==> src/rtl/intc_pkg.sv <==
// Shared constants for the interrupt controller: register map, fixed source
// indices and the width of the request id.
package intc_pkg;

  localparam int unsigned ICTR_A = 0;
  localparam int unsigned IEN_A  = 1;
  localparam int unsigned IPND_A = 2;
  localparam int unsigned ISRV_A = 3;
  localparam int unsigned IVEC_A = 4;
  localparam int unsigned EOI_A  = 5;

  localparam int unsigned SRC_T0 = 0;
  localparam int unsigned SRC_T1 = 1;

  localparam int unsigned IDW = 4;

endpackage

==> src/rtl/intc_prio_enc.sv <==
// Lowest-set-bit encoder: reports whether any bit is set and the index of the
// lowest one (lower index = higher priority).
module intc_prio_enc
  import intc_pkg::*;
#(
  parameter int unsigned NSRC = 8
) (
  input  logic [NSRC-1:0] vec_i,
  output logic            valid_o,
  output logic [IDW-1:0]  idx_o
);

  always_comb begin
    valid_o = 1'b0;
    idx_o   = '0;
    for (int unsigned i = 0; i < NSRC; i++) begin
      if (vec_i[i] && !valid_o) begin
        valid_o = 1'b1;
        idx_o   = IDW'(i);
      end
    end
  end

endmodule

==> src/rtl/intc.sv <==
// Interrupt controller: edge-detects source pulses into pending bits, masks and
// prioritises them against the in-service set, and presents one registered request.
module intc
  import intc_pkg::*;
#(
  parameter int unsigned DW   = 16,
  parameter int unsigned AW   = 13,
  parameter int unsigned NSRC = 8
) (
  input  logic            clk,
  input  logic            rst,
  input  logic [DW-1:0]   din,
  input  logic [AW-1:0]   addr,
  input  logic            we,
  output logic [DW-1:0]   dout,
  input  logic [NSRC-1:0] irq_src,
  output logic            irq_req,
  output logic [IDW-1:0]  irq_id,
  input  logic            irq_ack
);

  logic            ictr_q, ictr_d;
  logic [NSRC-1:0] ien_q, ien_d;
  logic [NSRC-1:0] ipnd_q, ipnd_d;
  logic [NSRC-1:0] isrv_q, isrv_d;
  logic [NSRC-1:0] src_q;
  logic            req_q, req_d;
  logic [IDW-1:0]  id_q, id_d;
  logic [DW-1:0]   dout_q, dout_d;

  logic [NSRC-1:0] evt, cand, ack_oh, eoi_oh, w1c_mask;
  logic            cand_vld, isrv_vld, req_cond, ack_ok;
  logic [IDW-1:0]  best_idx, isrv_idx;
  logic [IDW:0]    lim;
  logic            wr_ictr, wr_ien, wr_ipnd, wr_eoi;
  logic [DW-1:0]   rdata;

  assign wr_ictr = we && (addr == AW'(ICTR_A));
  assign wr_ien  = we && (addr == AW'(IEN_A));
  assign wr_ipnd = we && (addr == AW'(IPND_A));
  assign wr_eoi  = we && (addr == AW'(EOI_A));

  assign evt  = irq_src & ~src_q;
  assign cand = ipnd_q & ien_q;

  intc_prio_enc #(.NSRC(NSRC)) u_cand_enc (
    .vec_i   (cand),
    .valid_o (cand_vld),
    .idx_o   (best_idx)
  );

  intc_prio_enc #(.NSRC(NSRC)) u_isrv_enc (
    .vec_i   (isrv_q),
    .valid_o (isrv_vld),
    .idx_o   (isrv_idx)
  );

  // With nothing in service every source is allowed to preempt.
  assign lim      = isrv_vld ? {1'b0, isrv_idx} : (IDW + 1)'(NSRC);
  assign req_cond = ictr_q && cand_vld && ({1'b0, best_idx} < lim);
  assign ack_ok   = irq_ack && req_q;

  always_comb begin
    ack_oh = '0;
    eoi_oh = '0;
    for (int unsigned i = 0; i < NSRC; i++) begin
      ack_oh[i] = ack_ok && (id_q == IDW'(i));
      eoi_oh[i] = wr_eoi && isrv_vld && (isrv_idx == IDW'(i));
    end
  end

  assign w1c_mask = wr_ipnd ? din[NSRC-1:0] : '0;

  always_comb begin
    ictr_d = wr_ictr ? din[0] : ictr_q;
    ien_d  = wr_ien ? din[NSRC-1:0] : ien_q;
    // New events are OR-ed last so a same-edge set beats W1C or ack.
    ipnd_d = (ipnd_q & ~w1c_mask & ~ack_oh) | evt;
    // EOI acts on the pre-ack set; the ack then marks its own bit.
    isrv_d = (isrv_q & ~eoi_oh) | ack_oh;
    req_d  = ack_ok ? 1'b0 : req_cond;
    id_d   = (!ack_ok && req_cond) ? best_idx : id_q;
  end

  always_comb begin
    rdata = '0;
    case (addr)
      AW'(ICTR_A): rdata[0] = ictr_q;
      AW'(IEN_A):  rdata[NSRC-1:0] = ien_q;
      AW'(IPND_A): rdata[NSRC-1:0] = ipnd_q;
      AW'(ISRV_A): rdata[NSRC-1:0] = isrv_q;
      AW'(IVEC_A): begin
        rdata[DW-1]    = req_q;
        rdata[IDW-1:0] = id_q;
      end
      default: rdata = '0;
    endcase
    dout_d = we ? dout_q : rdata;
  end

  always_ff @(posedge clk) begin
    if (rst) begin
      ictr_q <= 1'b0;
      ien_q  <= '0;
      ipnd_q <= '0;
      isrv_q <= '0;
      src_q  <= '0;
      req_q  <= 1'b0;
      id_q   <= '0;
      dout_q <= '0;
    end else begin
      ictr_q <= ictr_d;
      ien_q  <= ien_d;
      ipnd_q <= ipnd_d;
      isrv_q <= isrv_d;
      src_q  <= irq_src;
      req_q  <= req_d;
      id_q   <= id_d;
      dout_q <= dout_d;
    end
  end

  assign dout    = dout_q;
  assign irq_req = req_q;
  assign irq_id  = id_q;

  if (NSRC < DW) begin : g_din_hi
    logic unused_din;
    assign unused_din = ^din[DW-1:NSRC];
  end

endmodule
==> config.mk <==
export PLATFORM = sky130hd
export DESIGN_NAME = intc
export DESIGN_NICKNAME = d
export VERILOG_FILES = /design/src/rtl/intc_pkg.sv /design/src/rtl/intc_prio_enc.sv /design/src/rtl/intc.sv
export SDC_FILE = /design/constraint.sdc
export NUM_CORES = 1
export LEC_CHECK = 0
export ABC_AREA = 1
export CAP_MARGIN = 40
export CORE_MARGIN = 4
export CORE_UTILIZATION = 45
export DETAILED_ROUTE_END_ITERATION = 10
export GPL_TIMING_DRIVEN = 0
export HOLD_SLACK_MARGIN = 0.06
export PLACE_DENSITY_LB_ADDON = 0.25
export SYNTH_ARGS = -nofsm -noshare
export SYNTH_HDL_FRONTEND = slang
export SYNTH_SLANG_ARGS = --single-unit
==> constraint.sdc <==
create_clock -name clk -period 3.6 [get_ports clk]
set_input_delay 0.72 -clock clk [delete_from_list [all_inputs] [get_ports clk]]
set_output_delay 0.72 -clock clk [all_outputs]
set_load 0.01 [all_outputs]
==> run summary <==
Max-cap violations: 0
ys async rst share: 0
RSZ-0062 raised after global routing: false
Die W: 80.74 um
std cell rows: 26
mapped cell area: 2381 um^2
leakage: 1.275 nW
cells on worst reg2reg path: 15
hold slack: 0.4205 ns
hold depth: 1
drt total wl: 6975 um
critical path class: input pin to register
commonest non-fill, non-tap cell in the layout: nand2_1
R2R Path Start: ipnd_q[0]
Inserted Clock Buffers: 5
Worst R2R Setup Slack: 1.50 ns
postcts setup bufs: 0
Overflow after GRT: 0
core outline area: 5107 um^2
Clk network pwr share: 0.350
data required time of the worst path: 3.78 ns
CTS Buffer Depth: 2
Port Buffers: 45
Period Utilization, post-route: 0.6618
Final ANT Viol Nets: 0
Switch Pwr: 0.0002524 W
Final #Nets: 447
largest net degree at the start of global routing: 17
Slew Viols, Final: 0
VDD IR-drop max: 0.2717 mV
layout cells sized above 1: 0.07901
post-cts gate resize count: 0
status: completed
Synth cell types: 30
count of clock tree sinks: 46
RR Endpoint: irq_id[0]
Syn. warnings: 0
minimum clock period after layout: 2.382 ns
commonest non-fill, non-tap cells in the layout: nand2_1 (58), inv_1 (57), dfxtp_1 (46), clkdlybuf4s50_1 (45), nor2_1 (29)
first-pass GRT wire length: 11200 um
endpoints failing setup: 0
Post-DP HPWL: 5439 um
Avg Inst Size Synth: 6.902 um^2
EDFF count, synth: 0
Hold Startpoint: src_q[1]
CTS H-tree lvls: 2
CP Data Arrival Time: 2.56 ns
Die H: 80.74 um
hold crit path type: register to register
finished layout cell area: 3039 um^2
Total GRT Usage: 0.2229
crit-path max FO: 10
drc violations: 0
Placement Cell Area: 2945 um^2
root buffer cell: clkbuf_8
ys flop type: dfxtp_1
endpoint class of the critical path: register
Final Hold Fails: 0
via/cell ratio: 5.274
FMAX: 419.7 MHz
CTS hold repair buffers: 0
FF+latch count, synth: 46
DRT Pass-1 Iters: 5
Cells after Synth: 345
area grow syn2layout: 27.64%
final core utilization: 0.5951
vias in the first global route: 2328
Seq pwr share: 0.552
Logic pwr share: 0.098
Startpoint Class: input pin
sum of negative setup slack: 0 ns
Pint: 0.0007121 W
clk_lat worst skew: 0.31 ns
Layout Skew: 0.004312 ns
Initial DRC Count: 284
post-synthesis sequential area ratio: 0.3868
initial antenna violation count: 0
Placer Congestion: 0.9761
clock slew at the register clock pins of the worst setup and hold paths: 0.09 ns
routed len/inst: 14.68 um
IO Pins: 62
Total Die Area: 6519 um^2
diodes inserted: 0
via count: 2505
Sw Ratio: 0.2617
hold endpoint: ipnd_q[1]
starting density of the core: 0.4662
CTS tree: built
Pwr Density: 317.4 nW/um^2
==> layer usage <==
layer,up-vias,track usage,part of all wire
met5,-,0,0
met1,1121,0.2973,0.42
met3,19,0.04545,0.098
li1,1239,-,-
met2,126,0.3609,0.45
met4,0,0.07264,0.025
==> registers in the layout, summed over array words and instances, names as in the netlist <==
signal and count:
src_q 8, ipnd_q 8, dout 9, irq_id 3, ien_q 8, ictr_q 1, isrv_q 8, irq_req 1
==> layout make-up <==
class,count,area (um^2)
multi-input combinational,228,1161
tap,70,87.58
fill,536,2068
inverter,61,229.0
buffer,17,96.34
timing repair buffer,45,450.4
clock inverter,3,25.02
clock buffer,5,68.82
sequential,46,920.9
==> cells in the mapped netlist (3+ instances only) <==
cell type / n / share of area
a21oi_1: 26 / 0.055
buf_4: 8 / 0.025
clkbuf_1: 7 / 0.011
dfxtp_1: 46 / 0.39
inv_1: 57 / 0.090
inv_2: 3 / 0.0047
nand2_1: 58 / 0.091
nand3_1: 18 / 0.038
nand4_1: 23 / 0.060
nor2_1: 29 / 0.046
nor2_4: 4 / 0.019
nor3_1: 6 / 0.013
o21ai_0: 27 / 0.057
o22ai_1: 8 / 0.021
o31ai_1: 3 / 0.0095
==> through the flow <==
step / std cells / setup WS, ns / power [W]
after floorplan: 352 / 1.717 / 0.0005839
after global placement: 467 / 0.9307 / 0.0006347
after detailed placement: 467 / 0.9387 / 0.0006372
after CTS: 475 / 1.235 / 0.0009631
after global routing: 475 / 1.153 / 0.001001
final: 475 / 1.218 / 0.0009646
==> worst max-delay path: stages <==
cell and delay [ns]:
clkdlybuf4s50_1 0.50, inv_1 0.07, nand3_1 0.09, clkinv_1 0.29
nand3_1 0.40, o22ai_1 0.13, o21ai_0 0.27, a21oi_1 0.10
==> power by group through the flow <==
stage | clock network, W | logic (W) | registers, W
6_report | 0.000337 | 0.0000947 | 0.000533
5_1_grt | 0.000363 | 0.000103 | 0.000535
4_1_cts | 0.000337 | 0.0000936 | 0.000532
3_5_place_dp | 0 | 0.0000931 | 0.000544
3_3_place_gp | 0 | 0.0000912 | 0.000543
2_1_floorplan | 0 | 0.0000430 | 0.000541
==> cells by family (layout without fill, tap and decap cells) <==
logic type               count (synthesis)  count (layout)  synth area share
adder cells (fa/ha/maj)                  2               2           0.01051
AO/OA/AOI/OAI                           70              70            0.1597
other                                    1               8          0.001575
AND/OR/NAND/NOR                        148             148            0.3048
flip-flops                              46              46            0.3868
buffers and inverters                   78             131            0.1366
==> worst max path at each step <==
stage / start / endpoint / slack [ns] / cells past startpoint
finish: addr[0] / dout[4] / 1.22 / 8
global route: addr[0] / dout[5] / 1.15 / 8
CTS: addr[0] / dout[4] / 1.23 / 8
detailed placement: addr[0] / dout[4] / 0.94 / 8
global placement: addr[0] / dout[4] / 0.93 / 8
floorplan: addr[9] / ien_q[0] / 1.72 / 10
No activity file was read; power rests on OpenSTA's default activity.
